[config.mk]
export PLATFORM = sky130hd
export DESIGN_NAME = shift_sequencer_flat
export DESIGN_NICKNAME = d
export VERILOG_FILES = /design/src/rtl/shift_sequencer_if.sv /design/src/rtl/shift_sequencer.sv /design/src/flat_wrapper.sv
export SDC_FILE = /design/constraint.sdc
export NUM_CORES = 1
export LEC_CHECK = 0
export BUFFER_PORTS_ARGS = -buffer_cell sky130_fd_sc_hd__buf_4
export CAP_MARGIN = 0
export CORE_MARGIN = 2
export CORE_UTILIZATION = 54
export CTS_BUF_LIST = sky130_fd_sc_hd__clkbuf_8
export DETAILED_ROUTE_END_ITERATION = 8
export MAX_ROUTING_LAYER = met4
export PLACE_DENSITY = 0.88
export REMOVE_ABC_BUFFERS = 1
export SETUP_SLACK_MARGIN = 0.5
export SLEW_MARGIN = 10
export SYNTH_ARGS = -nofsm -noshare
export SYNTH_HDL_FRONTEND = slang
export SYNTH_SLANG_ARGS = --single-unit
[constraint.sdc]
create_clock -name Clk -period 2.9 [get_ports Clk]
set_input_delay 0.58 -clock Clk [delete_from_list [all_inputs] [get_ports Clk]]
set_output_delay 0.58 -clock Clk [all_outputs]
set_load 0.02 [all_outputs]
[src/rtl/shift_sequencer_if.sv]
// Command channel between a host and the shift sequencer.
// The master drives the command fields and cmd_valid; the slave returns cmd_ready.
interface shift_sequencer_if #(
    parameter int WIDTH = 8,
    parameter int CNT_W = 4
);
    logic             cmd_valid;
    logic             cmd_ready;
    logic [1:0]       cmd_op;
    logic             cmd_dir;
    logic             cmd_fill;
    logic [CNT_W-1:0] cmd_count;
    logic [WIDTH-1:0] cmd_data;

    modport master (
        output cmd_valid, cmd_op, cmd_dir, cmd_fill, cmd_count, cmd_data,
        input  cmd_ready
    );

    modport slave (
        input  cmd_valid, cmd_op, cmd_dir, cmd_fill, cmd_count, cmd_data,
        output cmd_ready
    );
endinterface

[src/rtl/shift_sequencer.sv]
// Sequences LOAD / SHIFT / ROTATE commands onto a universal shift register's mode and serial inputs.
// Latency: LOAD done 2 cycles after accept, shift/rotate N+1, zero count 1.
// Backpressure: cmd_ready only in IDLE; commands offered while busy are not queued.
module shift_sequencer #(
    parameter int WIDTH = 8,
    parameter int CNT_W = 4
) (
    input  logic                Clk,
    input  logic                Reset,
    shift_sequencer_if.slave    cmd,
    input  logic [WIDTH-1:0]    Result,
    output logic [1:0]          LR,
    output logic [WIDTH-1:0]    Data,
    output logic                Left_Input,
    output logic                Right_Input,
    output logic                busy,
    output logic                done
);
    typedef enum logic [1:0] {
        S_IDLE  = 2'd0,
        S_LOAD  = 2'd1,
        S_SHIFT = 2'd2,
        S_DONE  = 2'd3
    } state_t;

    localparam logic [1:0] OP_LOAD = 2'd0;
    localparam logic [1:0] OP_SHR  = 2'd1;
    localparam logic [1:0] OP_ROT  = 2'd3;

    localparam logic [1:0] LR_HOLD  = 2'd0;
    localparam logic [1:0] LR_RIGHT = 2'd1;
    localparam logic [1:0] LR_LEFT  = 2'd2;
    localparam logic [1:0] LR_LOAD  = 2'd3;

    state_t           state_q, state_d;
    logic [CNT_W-1:0] cnt_q, cnt_d;
    logic [CNT_W-1:0] eff_cnt;
    logic [1:0]       op_q;
    logic             dir_q;
    logic             fill_q;
    logic [1:0]       lr_d;
    logic             accept;
    logic             in_shift;
    logic             is_rot;

    function automatic logic [1:0] shift_lr(input logic [1:0] op, input logic dir);
        if (op == OP_SHR || (op == OP_ROT && !dir))
            return LR_RIGHT;
        return LR_LEFT;
    endfunction

    assign cmd.cmd_ready = (state_q == S_IDLE);
    assign accept        = cmd.cmd_valid && (state_q == S_IDLE);
    assign eff_cnt       = (cmd.cmd_count > CNT_W'(WIDTH)) ? CNT_W'(WIDTH) : cmd.cmd_count;

    always_comb begin
        state_d = state_q;
        cnt_d   = cnt_q;
        lr_d    = LR_HOLD;
        case (state_q)
            S_IDLE: begin
                if (accept) begin
                    if (cmd.cmd_op == OP_LOAD) begin
                        state_d = S_LOAD;
                        lr_d    = LR_LOAD;
                    end else if (eff_cnt == '0) begin
                        state_d = S_DONE;
                    end else begin
                        state_d = S_SHIFT;
                        cnt_d   = eff_cnt;
                        lr_d    = shift_lr(cmd.cmd_op, cmd.cmd_dir);
                    end
                end
            end
            S_LOAD: state_d = S_DONE;
            S_SHIFT: begin
                cnt_d = cnt_q - 1'b1;
                // LR is registered, so it must drop on the edge that ends the last shift cycle
                if (cnt_q == CNT_W'(1))
                    state_d = S_DONE;
                else
                    lr_d = shift_lr(op_q, dir_q);
            end
            S_DONE: state_d = S_IDLE;
            default: state_d = S_IDLE;
        endcase
    end

    always_ff @(posedge Clk or negedge Reset) begin
        if (!Reset) begin
            state_q <= S_IDLE;
            cnt_q   <= '0;
            op_q    <= 2'd0;
            dir_q   <= 1'b0;
            fill_q  <= 1'b0;
            Data    <= '0;
            LR      <= LR_HOLD;
            done    <= 1'b0;
            busy    <= 1'b0;
        end else begin
            state_q <= state_d;
            cnt_q   <= cnt_d;
            LR      <= lr_d;
            done    <= (state_d == S_DONE);
            busy    <= (state_d != S_IDLE);
            if (accept) begin
                op_q   <= cmd.cmd_op;
                dir_q  <= cmd.cmd_dir;
                fill_q <= cmd.cmd_fill;
                if (cmd.cmd_op == OP_LOAD)
                    Data <= cmd.cmd_data;
            end
        end
    end

    // Rotate feeds the outgoing end of Result straight back in; the unused serial input stays 0.
    assign in_shift    = (state_q == S_SHIFT);
    assign is_rot      = (op_q == OP_ROT);
    assign Left_Input  = in_shift && (is_rot ? (!dir_q && Result[0])       : fill_q);
    assign Right_Input = in_shift && (is_rot ? ( dir_q && Result[WIDTH-1]) : fill_q);
endmodule

[src/flat_wrapper.sv]
// flat-port wrapper written by rule: the top's interface ports become plain ports
module shift_sequencer_flat 
#(
    parameter int WIDTH = 8,
    parameter int CNT_W = 4
)
  (Clk, Reset, Result, LR, Data, Left_Input, Right_Input, busy, done, cmd_cmd_valid, cmd_cmd_op, cmd_cmd_dir, cmd_cmd_fill, cmd_cmd_count, cmd_cmd_data, cmd_cmd_ready);
  shift_sequencer_if #(.WIDTH(WIDTH), .CNT_W(CNT_W)) cmd_i ();
  input  logic Clk;
  input  logic Reset;
  input  logic [WIDTH-1:0] Result;
  output logic [1:0] LR;
  output logic [WIDTH-1:0] Data;
  output logic Left_Input;
  output logic Right_Input;
  output logic busy;
  output logic done;
  input wire logic [$bits(cmd_i.cmd_valid)-1:0] cmd_cmd_valid;
  input wire logic [$bits(cmd_i.cmd_op)-1:0] cmd_cmd_op;
  input wire logic [$bits(cmd_i.cmd_dir)-1:0] cmd_cmd_dir;
  input wire logic [$bits(cmd_i.cmd_fill)-1:0] cmd_cmd_fill;
  input wire logic [$bits(cmd_i.cmd_count)-1:0] cmd_cmd_count;
  input wire logic [$bits(cmd_i.cmd_data)-1:0] cmd_cmd_data;
  output wire logic [$bits(cmd_i.cmd_ready)-1:0] cmd_cmd_ready;
  assign cmd_i.cmd_valid = cmd_cmd_valid;
  assign cmd_i.cmd_op = cmd_cmd_op;
  assign cmd_i.cmd_dir = cmd_cmd_dir;
  assign cmd_i.cmd_fill = cmd_cmd_fill;
  assign cmd_i.cmd_count = cmd_cmd_count;
  assign cmd_i.cmd_data = cmd_cmd_data;
  assign cmd_cmd_ready = cmd_i.cmd_ready;
  shift_sequencer #(.WIDTH(WIDTH), .CNT_W(CNT_W)) u_core (.Clk(Clk), .Reset(Reset), .cmd(cmd_i), .Result(Result), .LR(LR), .Data(Data), .Left_Input(Left_Input), .Right_Input(Right_Input), .busy(busy), .done(done));
endmodule
## Word-level counts from Yosys, hierarchy flattened

Cells that the tools add are included.
Widths: inputs -> output; s select.

- Flip-flop bits (word level): 22
- Logic and storage cells: 70

- Add/subtract/negate cells: 1
- Order comparisons: 1
- Equal/unequal tests: 12
- Mux-type cells: 29
- Reductions and logical operators: 18

Operators by type and width:

| cell | count |
|---|---|
| $mux 2 | 11 |
| $mux 4 | 4 |
| $mux 1 | 11 |
| $eq 2x2->1 const B | 5 |
| $pmux 2 s4 | 1 |
| $pmux 4 s2 | 1 |
| $logic_and 1x1->1 | 7 |
| $eq 2x1->1 const B | 3 |
| $eq 4x1->1 const B | 1 |
| $gt 4x4->1 const B | 1 |
| $logic_not 2->1 | 2 |
| $logic_not 4->1 | 1 |
| $ne 2x2->1 const B | 2 |
| $pmux 2 s2 | 1 |
| $reduce_and 4->1 | 1 |
| $reduce_bool 2->1 | 2 |
| $sub 4x1->4 const B | 1 |
| $logic_not 1->1 | 2 |
| $logic_or 1x1->1 | 2 |
| $ne 2x1->1 const B | 1 |
| $reduce_and 2->1 | 1 |

## Depth between registers and ports, before layout

Gate-level depths: netlist (run 1).

- Word-level depth: 13
- Depth in mapped cells: 7

## Worst setup path after synthesis (run 1)

Ideal clock, no wire load.

- Path kind: reg2reg
- Start: reg u_core.state_q[0]
- End: reg u_core.Data[0]
- Setup time: 0.125 ns
- Arrival time: 1.744 ns
- Setup slack: 1.031 ns
- Cell stages (with the launch flop): 7
- Buffers on the path: 1
- Period minus slack after synthesis: 1.869 ns
- Cells stage by stage: dfrtp_1 > inv_1 > ha_1 > nand2_2 > buf_6 > nor3_4 > mux2_2

- Cells in the longest elaborated chain, start to end: 3

Ends and longest elaborated chain:

| element | line | text |
|---|---|---|
| start, declared | shift_sequencer.sv:35 | `state_t state_q, state_d;` |
| start signal, assigned | shift_sequencer.sv:101 | `state_q <= state_d;` |
| $logic_not 2->1 | -- |  |
| named net cmd_cmd_ready | flat_wrapper.sv:24 | `output wire logic [$bits(cmd_i.cmd_ready)-1:0] cmd_cmd_ready;` |
| $logic_and 1x1->1 | shift_sequencer.sv:53 | `assign accept = cmd.cmd_valid && (state_q == S_IDLE);` |
| $reduce_and 2->1 (no source line) | -- |  |
| end signal, assigned | shift_sequencer.sv:111 | `Data <= cmd.cmd_data;` |
| end, declared | shift_sequencer.sv:13 | `output logic [WIDTH-1:0] Data,` |

The timed path passes the listed nets, and every way through them passes these cells.
A chain may end at the register's enable or synchronous reset.

## Worst setup path after layout (run 1)

- Start: reg u_core.state_q[0]
- End: out Left_Input

- Cells in the longest elaborated chain, start to end: 2

Ends and longest elaborated chain:

| element | line | text |
|---|---|---|
| $eq 2x2->1 | shift_sequencer.sv:117 | `assign in_shift = (state_q == S_SHIFT);` |
| $logic_and 1x1->1 | shift_sequencer.sv:119 | `assign Left_Input = in_shift && (is_rot ? (!dir_q && Result[0]) : fill_q);` |
| end, declared | flat_wrapper.sv:14 | `output logic Left_Input;` |

No other way between the ends.

==> results_dict.tcl, run 1 <==
set metrics [dict create \
    r2r-start "u_core.state_q[1]" \
    antenna_found_initial 0 \
    cts_buffers 3 \
    dp_hpwl_um 1910 \
    fin_area_um2 1510 \
    clk-insertion-delay-late_ps 260 \
    cts_buffer_depth 2 \
    placed_area_um2 1440 \
    critical_path_class "flip-flop to primary output" \
    final_common_cell "buf_4" \
    hold_class "input pin to asynchronous set/reset pin" \
    cts_sinks 22 \
    postCtsSetupBuffers 0 \
    status "finished, final reports clean" \
    drt_pass1_iterations 4 \
    synth_top_area_share_pct 47.5 \
    arrival_ps 1600 \
    p_total_mw 1.71 \
    relSlewSlack_pct 72.2 \
    fin_crit_sh_pct 75.2 \
    drc 0 \
    tightestPinTransition_ps 414 \
    skew_ps 2.75 \
    wire_per_inst_um 16.0 \
    die_area_um2 2530 \
    yosysSeqAreaShare_pct 47.5 \
    final_hold_viol_count 0 \
    syn_inst 99 \
    slew_violations 0 \
    period_needed_ps 2180 \
    grt_setup_unrepaired "no" \
    maxCapViolations 0 \
    area_growth_pct 30.7 \
    core_um2 2000 \
    wl_um 2610 \
    cts.reportedPaths.clkPinSlew_ps 80 \
    initialDrtViolationCount 11 \
    gr-total-overflow 0 \
    nets 169 \
    required_ps 2320 \
    die_w_um 50.3 \
    ys_ff_latch 22 \
    die_h_um 50.3 \
    track_usage_pct 22.5 \
    gp_congestion 0.808 \
    yosys_warnings 0 \
    whs_ps 188 \
    avgViaCountPerCell 5.84 \
    synthTopCellsByArea "dfrtp_1, mux2_2, ha_1" \
    reg2reg_depth 5 \
    grt_pass1_vias 943 \
    crit_path_max_fanout 12 \
    ant_nets 0 \
    hold_buffers 0 \
    place_ws_ps 889 \
    final_layout_size_suffix_gt1_share_pct 43.4 \
    cts_tree "built" \
    setup_violations 0 \
    syn_area_per_cell_um2 11.7 \
    synthDistinctLibCells 38 \
    rrSetupSlack_ps 920 \
    ir_worst_vdd_v 0.000674 \
    timing.rr.end "u_core.Data[6]" \
    leakage_nw 0.705 \
    h-tree-depth 1 \
    synth_top_area_cell "dfrtp_1" \
    fin_ws_ps 719 \
    grt_pass1_wl_um 4240 \
    start_util_pct 57.9 \
    root_buffer "clkbuf_8" \
    setup_tns_ps 0 \
    synth_area_um2 1160 \
    io_pins 42 \
    placementRows 16 \
    grt_max_degree 23 \
    power.density_nw_per_um2 1130 \
    fmaxAchievable_mhz 458 \
    final_cell_mix "buf_4, dfrtp_1, mux2_2" \
    end_kind "primary output" \
    n_antenna_cell 0 \
    vias 952 \
    cts_resized 0 \
    port_buffers 35 \
    critPathLaunchType "flip-flop" \
]
## critical path, cell delays in order, from the launching register on
cell,delay (ps)
dfrtp_1,410
inv_1,90
ha_2,330
inv_1,170
a21oi_1,170
buf_4,160
## sequential cells by signal, summed over array words and instances (netlist names)
signal / flops
u_core.dir_q: 1
u_core.LR: 2
u_core.cnt_q: 4
u_core.state_q: 2
u_core.Data: 8
u_core.fill_q: 1
u_core.done: 1
u_core.busy: 1
u_core.op_q: 2
## through the flow
step | utilization (%) | std cells
finish | 75.6 | 163
CTS | 75.5 | 163
detailed placement | 71.9 | 159
floorplan | - | 97
global placement | 71.9 | 159
global route | 75.6 | 163
## per-layer routing
layer | share of wire [%] | vias to the layer above | track usage [%]
li1 | - | 437 | -
met1 | 42 | 490 | 29.3
met2 | 54 | 20 | 37.3
met3 | 2.7 | 5 | 2.68
met4 | 1.2 | 0 | 6.76
met5 | 0 | - | -
## synth_stat cells, drive strengths merged
cell / instances
dfrtp: 22
mux2: 12
inv: 8
a21oi: 7
ha: 5
nand2: 5
nor2: 4
nand2b: 3
o21ai: 3
mux2i: 2
nor2b: 2
nor3: 2
nor3b: 2
o31ai: 2
a211oi: 1
a21boi: 1
a21o: 1
a221o: 1
a221oi: 1
a31o: 1
a31oi: 1
a32oi: 1
buf: 1
clkbuf: 1
nand3: 1
nand4: 1
nand4b: 1
nor4: 1
o21bai: 1
o22a: 1
o311ai: 1
o32a: 1
o41ai: 1
or3: 1
## layout make-up
type                    instances  area [µm²]
fillers                       149         488
repair buffers                 35         263
inverters                       8        30.0
flip-flops and latches         22         551
clock buffers                   3        41.3
well taps                      27        33.8
clock inverters                 1        30.0
multi-input cells              67         566
## cell families after synthesis
group	synth area share [%]
fa+ha+maj	5.40
simple gates	13.3
flops	47.5
compound gates	16.5
mux	13.4
buf+inv	3.89
## power by group
group          switching (mW)  leakage, nW  internal, mW  total [mW]
Clock                   0.102       0.0357         0.184       0.286
Combinational           0.456        0.404         0.400       0.856
Sequential              0.107        0.265         0.459       0.566
Total                   0.665        0.705          1.04        1.71
## worst max path at each step
stage / startpoint / end / slack, ps / depth (start not counted)
after floorplan: u_core.state_q[0] / u_core.Data[0] / 1010 / 5
after global placement: u_core.state_q[0] / Left_Input / 960 / 5
after detailed placement: u_core.state_q[0] / Left_Input / 890 / 5
after CTS: u_core.state_q[0] / Left_Input / 590 / 5
after global routing: u_core.state_q[0] / Left_Input / 570 / 5
final: u_core.state_q[0] / Left_Input / 720 / 5
(Power assumes the default switching activity.)
==> run 2, diff against run 1 <==
- CORE_UTILIZATION: 54 -> 50
- PLACE_DENSITY: 0.88 -> 0.83
- clock period: 2.9 -> 2.1 ns (I/O delays scaled with it)
==> run 2 against run 1 <==
  * Combinational power rose by 74%
  * Register-to-register slack got worse by 460 ps
  * Via count rose by 5.3%
  * Sequential share of layout area fell by 3.7 points
  * Cell area rose by 11%
  * Cell count rose by 8.6%
  * Hold slack got worse by 160 ps
  * Worst setup slack got worse by 280 ps
  * Die area rose by 7.3%
  * Critical path depth fell by 1
  * Non-clock buffer count rose by 13
  * Utilization rose by 1.2 points
==> results_dict.tcl, run 2 (synthesized netlist as in run 1, its figures left out) <==
set metrics [dict create \
    timing.rr.end "u_core.cnt_q[3]" \
    die_h_um 52.1 \
    leakage_nw 0.775 \
    hold_class "input pin to asynchronous set/reset pin" \
    grt_setup_unrepaired "yes" \
    slowest_delay_ps 470 \
    drt_pass1_iterations 4 \
    drc 0 \
    power.switching_mw 1.05 \
    slew_violations 0 \
    setup_tns_ps 0 \
    regMostFlops "u_core.Data" \
    power.density_nw_per_um2 1550 \
    wire_per_inst_um 16.2 \
    crit_slowest_cell "dfrtp_1" \
    die_w_um 52.1 \
    fin_cells 177 \
    final_hold_viol_count 0 \
    end_kind "primary output" \
    antenna_found_initial 0 \
    cts_sinks 22 \
    fin_area_um2 1680 \
    tightestPinTransition_ps 412 \
    die_area_um2 2720 \
    r2r-start "u_core.state_q[1]" \
    avgViaCountPerCell 5.66 \
    area_growth_pct 45.4 \
    p_total_mw 2.61 \
    final_cell_mix "buf_4, dfrtp_1, mux2_2" \
    nets 182 \
    placed_area_um2 1460 \
    dp_cells 162 \
    final_common_cell "buf_4" \
    crit_chain "inv_2, ha_4, buf_6, buf_6" \
    placementRows 17 \
    port_buffers 35 \
    status "finished, final reports clean" \
    critPathBufInv 3 \
    crit_path_max_fanout 3 \
    arrival_ps 1240 \
    ir_worst_vdd_v 0.00126 \
    swShare_pct 40.2 \
    cts_buffer_depth 2 \
    clockPowerShare_pct 11.6 \
    relSlewSlack_pct 72.3 \
    gr-total-overflow 0 \
    io_pins 42 \
    fmaxAchievable_mhz 601 \
    initialDrtViolationCount 12 \
    start_util_pct 52.9 \
    reg2reg_depth 7 \
    h-tree-depth 1 \
    wl_um 2870 \
    fin_crit_sh_pct 79.3 \
    p_int_mw 1.56 \
    combPwrFrac_pct 57.3 \
    vias 1002 \
    n_antenna_cell 0 \
    crit_top_cell "buf_6" \
    crit_family "flip-flops" \
    required_ps 1680 \
    root_buffer "clkbuf_8" \
    track_usage_pct 22.1 \
    maxCapViolations 0 \
    seqPwrFrac_pct 31.1 \
    rrSetupSlack_ps 460 \
    grt_pass1_wl_um 4330 \
    cts_buffers 3 \
    cts_tree "built" \
    gp_congestion 0.799 \
    n_fill_cell 139 \
    period_needed_ps 1660 \
    cts.reportedPaths.clkPinSlew_ps 80 \
    critPathLaunchType "flip-flop" \
    critical_path_class "flip-flop to primary output" \
    grt_max_degree 23 \
    core_um2 2190 \
    dp_hpwl_um 1810 \
    reg.largest.list "u_core.Data: 8 flops, u_core.cnt_q: 4 flops" \
    final_layout_size_suffix_gt1_share_pct 53.7 \
    clk-insertion-delay-late_ps 260 \
    skew_ps 0.984 \
    largest_register_ffs 8 \
    setup_violations 0 \
    grt_pass1_vias 994 \
    ant_nets 0 \
]
## run 2: cell types whose count changed in the layout (fill, tap and decap cells not counted), moves of 2 or more
| cell | before | now |
|---|---|---|
| buf_4 | 35 | 42 |
| buf_6 | 0 | 6 |
| inv_1 | 8 | 5 |
| a21oi_1 | 7 | 5 |
| a21oi_2 | 0 | 2 |
| ha_4 | 0 | 2 |
| inv_2 | 0 | 2 |
## run 2: per-stage QoR
stage	setup WS [ps]	hold slack (ps)	utilization, %
6_report	436	28.7	76.9
4_1_cts	492	37.0	73.8
5_1_grt	395	43.4	76.9
3_5_place_dp	365	321	66.5
3_3_place_gp	410	319	66.5
2_1_floorplan	212	124	-
## run 2: worst reg2reg max path: stages (launching register included)
cell and delay (ps):
dfrtp_1 470, inv_2 90, ha_4 190, buf_6 120
buf_4 130, o32a_4 220, mux2i_1 180, o311ai_1 110
## run 2: final cells by class
| cell class | instances | area [µm²] | area share (%) |
|---|---|---|---|
| multi-input cells | 67 | 628 | 37.3 |
| flip-flops and latches | 22 | 551 | 32.7 |
| repair buffers | 48 | 383 | 22.7 |
| clock buffers | 4 | 55.1 | 3.27 |
| well taps | 28 | 35.0 | 2.08 |
| inverters | 8 | 32.5 | 1.93 |
## run 2: repair_timing
| action | CTS | global route |
|---|---|---|
| endpoints found under the setup margin | 15 | 15 |
| hold buffers | 0 | 0 |
| gates resized for setup | 14 | 7 |
| setup buffers | 7 | 4 |
| pin swaps | 3 | 6 |
## run 2: power groups by stage
stage                     clock, mW  combinational, mW  sequential [mW]
after CTS                     0.306               1.35            0.799
after floorplan                   0              0.649            0.889
after global routing          0.318               1.62            0.836
after detailed placement          0               1.17            0.799
after global placement            0               1.13            0.774
final                         0.303               1.49            0.811
## run 2: worst max-delay path by stage
stage	from	end	slack [ps]	depth (start not counted)
6_report	u_core.state_q[1]	cmd_cmd_ready	440	4
5_1_grt	u_core.state_q[1]	u_core.cnt_q[3]	400	7
4_1_cts	u_core.state_q[0]	Right_Input	490	5
3_5_place_dp	u_core.state_q[0]	u_core.Data[2]	360	5
3_3_place_gp	cmd_cmd_count[1]	u_core.cnt_q[3]	410	5
2_1_floorplan	u_core.state_q[0]	u_core.Data[0]	210	5
## run 2: per-layer routing
metal  track usage, %  vias to the layer above  routed length [µm]  part of all wire, %
li1                 -                      466                   -                    -
met1             26.5                      483                1120                   39
met2             38.4                       47                1530                   53
met3             3.45                        6                 148                  5.2
met4             7.26                        0                  70                  2.4
met5                -                        -                   0                    0
